<file path="config.mk">
export PLATFORM = sky130hd
export DESIGN_NAME = store_buffer
export DESIGN_NICKNAME = d
export VERILOG_FILES = /design/src/rtl/store_buffer.sv
export SDC_FILE = /design/constraint.sdc
export NUM_CORES = 1
export LEC_CHECK = 0
export CAP_MARGIN = 20
export CELL_PAD_IN_SITES_DETAIL_PLACEMENT = 1
export CELL_PAD_IN_SITES_GLOBAL_PLACEMENT = 2
export CORE_ASPECT_RATIO = 0.6
export CORE_MARGIN = 10
export CORE_UTILIZATION = 42
export DETAILED_ROUTE_END_ITERATION = 7
export MAX_ROUTING_LAYER = met4
export PLACE_DENSITY_LB_ADDON = 0.05
export RECOVER_POWER = 25
export SETUP_SLACK_MARGIN = 0.4
export SYNTH_ARGS = -nofsm -noshare
export SYNTH_HDL_FRONTEND = slang
export SYNTH_SLANG_ARGS = --single-unit
</file>
<file path="constraint.sdc">
create_clock -name clk -period 12.8 [get_ports clk]
set_input_delay 1.92 -clock clk [delete_from_list [all_inputs] [get_ports clk]]
set_output_delay 1.92 -clock clk [all_outputs]
set_load 0.05 [all_outputs]
</file>
<file path="src/rtl/store_buffer.sv">
// Word-granularity store buffer between the core data port and a single-port RAM.
// Stores queue in a circular FIFO and drain one per cycle while the port has no load; loads forward the youngest match.
module store_buffer #(
  parameter int DEPTH  = 4,
  parameter int ADDR_W = 10
) (
  input  logic              clk,
  input  logic              rst,
  input  logic              cpu_we,
  input  logic              cpu_re,
  input  logic [31:0]       cpu_addr,
  input  logic [31:0]       cpu_wdata,
  output logic [31:0]       cpu_rdata,
  output logic              stall,
  output logic              empty,
  output logic [3:0]        ram_we,
  output logic [ADDR_W-1:0] ram_addr,
  output logic [31:0]       ram_wdata,
  input  logic [31:0]       ram_rdata
);

  localparam int PTR_W = $clog2(DEPTH);
  localparam int CNT_W = PTR_W + 1;
  localparam int TAG_W = ADDR_W - 2;

  logic [PTR_W-1:0] head_q, head_d;
  logic [PTR_W-1:0] tail_q, tail_d;
  logic [CNT_W-1:0] count_q, count_d;
  logic [DEPTH-1:0] valid_q, valid_d;
  logic [TAG_W-1:0] tag_q  [DEPTH];
  logic [31:0]      data_q [DEPTH];

  logic             full;
  logic             enq;
  logic             drain;
  logic [TAG_W-1:0] cpu_tag;
  logic [PTR_W-1:0] idx;
  logic             unused_addr_bits;

  assign cpu_tag          = cpu_addr[ADDR_W-1:2];
  assign unused_addr_bits = ^cpu_addr[31:ADDR_W];

  assign full  = (count_q == CNT_W'(DEPTH));
  assign empty = (count_q == '0);
  assign enq   = cpu_we && !full && !rst;
  assign drain = !empty && !cpu_re && !rst;
  assign stall = cpu_we && full && !rst;

  // NOTE: every always_comb output gets a default first so no path leaves it unassigned (no latch).
  always_comb begin
    head_d  = head_q;
    tail_d  = tail_q;
    count_d = count_q;
    valid_d = valid_q;
    if (drain) begin
      valid_d[head_q] = 1'b0;
      head_d          = head_q + PTR_W'(1);
    end
    if (enq) begin
      valid_d[tail_q] = 1'b1;
      tail_d          = tail_q + PTR_W'(1);
    end
    case ({enq, drain})
      2'b10:   count_d = count_q + CNT_W'(1);
      2'b01:   count_d = count_q - CNT_W'(1);
      default: count_d = count_q;
    endcase
  end

  // NOTE: sequential state uses non-blocking assignments so every flop samples pre-edge values.
  always_ff @(posedge clk) begin
    if (rst) begin
      head_q  <= '0;
      tail_q  <= '0;
      count_q <= '0;
      valid_q <= '0;
    end else begin
      head_q  <= head_d;
      tail_q  <= tail_d;
      count_q <= count_d;
      valid_q <= valid_d;
    end
  end

  // NOTE: entry payload is not reset; the valid bits alone decide whether an entry means anything.
  always_ff @(posedge clk) begin
    if (enq) begin
      tag_q[tail_q]  <= cpu_tag;
      data_q[tail_q] <= cpu_wdata;
    end
  end

  // Loads own the port; otherwise the head entry is written out.
  always_comb begin
    ram_we    = 4'h0;
    ram_addr  = cpu_addr[ADDR_W-1:0];
    ram_wdata = data_q[head_q];
    if (drain) begin
      ram_we   = 4'hF;
      ram_addr = {tag_q[head_q], 2'b00};
    end
  end

  // Walk oldest to youngest so the last hit found is the youngest store.
  always_comb begin
    cpu_rdata = ram_rdata;
    idx       = '0;
    for (int i = 0; i < DEPTH; i++) begin
      idx = head_q + PTR_W'(i);
      if (cpu_re && valid_q[idx] && (tag_q[idx] == cpu_tag))
        cpu_rdata = data_q[idx];
    end
  end

endmodule

</file>
==> results of run 1 <==
==> state kept, by name, indices dropped and copies added, names as in the netlist, named ones only <==
| signal | flops |
|---|---|
| tail_q | 2 |
| head_q | 2 |
| tag_q | 32 |
| data_q | 128 |
| valid_q | 4 |
| count_q | 3 |
==> synthesized netlist by cell type (2+ instances only) <==
cell / number
a2111oi_0: 2
a21o_1: 32
a21oi_1: 11
and2_1: 4
buf_1: 7
buf_2: 12
buf_4: 9
buf_6: 7
clkbuf_1: 37
dfxtp_1: 13
edfxtp_1: 160
ha_1: 9
inv_1: 12
mux2_2: 7
mux2i_1: 43
mux4_2: 157
nand2_1: 11
nand2b_1: 35
nand3_1: 6
nand4_1: 3
nor2_1: 11
nor2b_1: 33
nor3_1: 2
o211ai_1: 32
o21a_1: 32
o21ai_0: 5
or3_1: 2
xnor2_1: 27
xor2_1: 11
==> area by class of cell <==
| class | instances | area, sq um | share of cell area |
|---|---|---|---|
| well taps | 360 | 450 | 0.0321 |
| clock buffers | 17 | 425 | 0.0304 |
| multi-input cells | 488 | 6080 | 0.434 |
| clock inverters | 15 | 221 | 0.0158 |
| inverters | 12 | 45.0 | 0.00321 |
| repair buffers | 173 | 1710 | 0.122 |
| flip-flops and latches | 173 | 5070 | 0.362 |
| diodes | 2 | 5.00 | 0.000357 |
==> critical path: cells and delay by family (launching register included) <==
family	cells	cell delay [ns]
buffers and inverters	5	2.25
and+or+nand+nor	2	0.98
muxes	1	0.61
DFF	1	0.42
adders and majority gates	1	0.71
xor gates and xnor gates	1	0.20
AOI/OAI and AO/OA	2	0.45
==> path summary, 6_finish.rpt <==
kind / depth (start not counted) / to / slack, ns / start
setup / recovery: 12 / cpu_rdata[3] / 4.75 / head_q[0]
hold / removal: 2 / count_q[2] / 0.53 / count_q[2]
setup reg to reg: 4 / data_q[0][5] / 10.22 / count_q[0]
hold reg to reg: 2 / count_q[2] / 0.53 / count_q[2]
==> routing by layer <==
layer / routed length, um / vias up
met5: 0 / -
met3: 1920 / 18
li1: - / 3293
met4: 235 / 0
met1: 14000 / 4071
met2: 16800 / 247
==> kinds of logic (layout without fill, tap and decap cells) <==
logic type      count (synthesis)  count (layout)
mux                           207             207
simple gates                  114             114
compound gates                119             119
flops                         173             173
other cells                     0               2
buf+inv                        84             217
fa+ha+maj                      10              10
xor+xnor                       38              38
==> power breakdown <==
group	internal, mW	total (mW)	switching (mW)	leakage, nW
Clock	0.335	0.568	0.233	0.318
Sequential	0.638	0.667	0.0297	1.56
Combinational	0.246	0.510	0.263	2.40
Total	1.22	1.74	0.526	4.27
==> stage by stage <==
stage                     worst slack [ns]   util  instance area [sq um]  hold WS (ns)  total power, mW
after detailed placement              4.85  0.499                  13300         0.528             1.19
after CTS                             4.65  0.523                  14000         0.540             1.76
after global placement                4.91  0.499                  13300         0.490             1.18
after floorplan                       6.91      -                  11500         0.474             1.05
final                                 4.75  0.525                  14000         0.535             1.74
after global routing                  4.33  0.524                  14000         0.568             1.82
==> results.toml, run 1 <==
[clock_network]
postCtsHoldBufs = 0
cts_resized = 0
cts.sinks = 173
clk_latency_ns = 0.44
htree_num_levels = 4
postCtsSetupRepairBufs = 0
cts_made_buffers = 17
cts_buffer_depth = 2
clk_pin_slew_ns = 0.07
cts_tree = "done"
cts-root-buf = "clkbuf_16"

[drt]
drt_iter0_drc = 460
vias = 7629
viasPerCell = 6.15
drcViolationCount = 0
routedWlPerCell_um = 26.6
antenna_left = 0
drtPass1Iterations = 5
wirelength_um = 33000

[die]
ios = 180
core_region_area_sq_mm = 0.0267
die-area_sq_mm = 0.0346
die_y_um = 148
initial_core_util = 0.431
num_rows = 46
die_w_um = 234

[global_routing]
use_met3 = 0.0380
top_usage_layer = "met2"
antenna_found_initial = 1
grt_pass1_vias = 8031
grtUsageMet1 = 0.251
overflow = 0
grt_usage = 0.198
grt_util_met2 = 0.330
grt_max_degree = 69
grt_pass1_wl_um = 50400

[logic_synthesis]
synth_top_area_frac = 0.417
synth_nets = 855
ys_types = 42
synth-edff-count = 160
synth_area_sq_mm = 0.0115
yosys-top-cells-area = "edfxtp_1 42%, mux4_2 31%, mux2i_1 3.7%"
synthFlopType = "edfxtp_1"
synthAdderAreaFrac = 0.0115
synth_compound_area_frac = 0.0746
synth_top_family_by_area = "multiplexers"
synth_seq_area_share = 0.440
ys_warn_count = 0
yosys_register_bits = 173
async_flop_share = 0
synth.avg_cell_area_sq_um = 15.4
synthCells = 745
synthXorXnorAreaFrac = 0.0289
synth_top_area_cell = "edfxtp_1"
synth-simple-area-share = 0.0573
synth.area.mux_share = 0.351

[finish]
layout_common_cells = "160 x edfxtp_1, 157 x mux4_2, 130 x clkdlybuf4s50_1"
final_nets = 975
drive_gt1_frac = 0.257
layout_commonest_cell = "edfxtp_1"
fillers = 2512
area_growth_pct = 21.7
final_cells = 1240

[setup_path]
critical-path-max-stage-delay_ns = 0.86
cp.required_ns = 10.88
cp_data_arrival_time_ns = 6.13
critical_path_class = "reg -> out"
start_kind = "register"
end_kind = "output pin"
worst-path-max-fanout = 49
worstPathCellList = "inv_1, ha_4, buf_4, mux4_2, xnor2_1, nand4_1, or3_2, inv_1, buf_4, o211ai_1, a21o_1, clkdlybuf4s50_1"
cp_slowest_cell = "or3_2"

[sta]
fin_setup_tns_ns = 0
rsz0062_at_grt = "false"
setup-violations-final = 0
worstMarginPinSlew_ns = 1.10
fmax_ghz = 0.124
timing.final.crit_share = 0.629
maxSlewViolCount = 0
slew_headroom = 0.266
timing.final.hold_violations = 0
skew_ns = 0.0162
fin_crit_ns = 8.05

[placement]
gp_congestion = 0.807
dp.cells = 1205
portBuffers = 157
dp_hpwl_um = 21300

[pwr]
powerDensity_mw_per_mm2 = 125
power.leakage_nw = 4.27
peakVddDrop_mv = 0.0953

[status]
status = "finished clean"

[hold_path]
worstHoldPathType = "reg -> reg"

[flow_run]
cap_violations = 0
No activity file was read; power rests on OpenSTA's default activity.
==> run 2: changes to the inputs <==
Settings changed: CORE_UTILIZATION 42 to 35.
Clock period 12.8 ns to 7.25 ns, I/O delays scaled along.
==> results.toml, run 2 (synthesis results as in run 1) <==
[die]
num_rows = 51
core_region_area_sq_mm = 0.0324
die_w_um = 254
initial_core_util = 0.355
ios = 180
die-area_sq_mm = 0.0408
die_y_um = 160

[finish]
drive_gt1_frac = 0.294
reg_top3 = "data_q x128, tag_q x32, valid_q x4"
layout_common_cells = "160 x edfxtp_1, 157 x mux4_2, 98 x clkdlybuf4s50_1"
final_util = 0.445
final_nets = 976
largest_reg_flops = 128
area_growth_pct = 25.4
layout_commonest_cell = "edfxtp_1"
top_register = "data_q"
final_area_sq_mm = 0.0144
fillers = 3184

[drt]
viasPerCell = 5.88
antenna_left = 0
drt_iter0_drc = 494
drtPass1Iterations = 5
wirelength_um = 35600
vias = 7675
drcViolationCount = 0
routedWlPerCell_um = 27.2

[clock_network]
postCtsHoldBufs = 0
cts_buffer_depth = 2
htree_num_levels = 4
postCtsSetupRepairBufs = 0
cts_resized = 0
cts_made_buffers = 17
cts_tree = "done"
clk_pin_slew_ns = 0.07
cts.sinks = 173
clk_latency_ns = 0.45
cts-root-buf = "clkbuf_16"

[sta]
timing.final.hold_violations = 0
rsz0062_at_grt = "false"
fmax_ghz = 0.166
fin_crit_ns = 6.04
setup-violations-final = 0
worstMarginPinSlew_ns = 0.961
finalHoldWorstSlack_ns = 0.575
slew_headroom = 0.359
skew_ns = 0.00714
fin_setup_tns_ns = 0
maxSlewViolCount = 0
timing.final.crit_share = 0.833

[setup_path]
cp.required_ns = 6.16
cp_data_arrival_time_ns = 4.95
critical_path_class = "reg -> out"
crit_buf_inv = 3
end_kind = "output pin"
start_kind = "register"
worst-path-max-fanout = 135
critical-path-max-stage-delay_ns = 1.08
cp_slowest_cell = "or4_2"
cp_common_cell = "buf_12"
path_delay_family = "simple AND/OR/NAND/NOR gates"
worstPathCellList = "buf_12, mux4_2, xnor2_1, nor4_1, nand4_1, or4_2, buf_4, and2b_1, a21o_1, buf_12"

[pwr]
peakVddDrop_mv = 0.133
power.leakage_nw = 4.47
powerDensity_mw_per_mm2 = 216

[global_routing]
antenna_found_initial = 4
grt_pass1_wl_um = 54400
grt_max_degree = 136
overflow = 0
grt_pass1_vias = 8468
grt_usage = 0.181

[hold_path]
worstHoldPathType = "reg -> reg"

[status]
status = "finished clean"

[placement]
dp_hpwl_um = 23000
dpl_cell_area_sq_mm = 0.0138
portBuffers = 157
gp_congestion = 0.794

[flow_run]
cap_violations = 0
[run 2: cell types whose count changed in the layout (fill, tap and decap cells not counted), moves of 2 or more]
cell / previous run / this run
buf_12: 0 / 33
clkdlybuf4s50_1: 130 / 98
inv_6: 7 / 1
inv_4: 0 / 5
clkbuf_16: 17 / 21
bufinv_16: 4 / 2
inv_8: 2 / 0
[run 2: per-stage QoR]
stage	total power [mW]	setup slack [ns]	cells
after floorplan	1.85	2.48	745
final	3.12	1.21	1306
after CTS	3.16	1.15	1302
after global routing	3.25	0.961	1305
after detailed placement	2.15	1.46	1270
after global placement	2.13	1.51	1270
[run 2: routing by layer]
| layer | vias to the layer above | GRT usage | share of wire | wire length (um) |
|---|---|---|---|---|
| met3 | 27 | 0.0313 | 0.040 | 1440 |
| met2 | 183 | 0.306 | 0.51 | 18300 |
| met4 | 0 | 0.0447 | 0.011 | 376 |
| met1 | 4165 | 0.224 | 0.44 | 15500 |
| li1 | 3300 | - | - | - |
| met5 | - | - | 0 | 0 |
[run 2: area by class of cell]
class	count	area, sq um	area share
clock inverters	10	114	0.00789
well taps	424	531	0.0367
multi-input cells	488	6080	0.421
inverters	12	45.0	0.00312
diodes	3	7.51	0.000520
clock buffers	22	539	0.0373
flip-flops and latches	173	5070	0.351
repair buffers	174	2050	0.142
[run 2: where the power goes]
group / leakage (nW) / switching [mW] / internal, mW
clock: 0.329 / 0.406 / 0.601
combinational: 2.58 / 0.501 / 0.457
sequential: 1.56 / 0.0318 / 1.13
total: 4.47 / 0.939 / 2.18
[run 2: path summary, 6_finish.rpt]
path	start	slack, ns	cells past startpoint	endpoint
hold reg to reg	count_q[2]	0.57	2	count_q[2]
hold / removal	count_q[2]	0.57	2	count_q[2]
setup / recovery	head_q[0]	1.21	10	cpu_rdata[2]
setup reg to reg	count_q[0]	4.64	4	data_q[2][7]
[run 2: tightest hold or removal path, cell delays in order, from the launching register on]
cell and delay (ns):
dfxtp_1 0.36, o21ai_0 0.11, a21oi_1 0.07
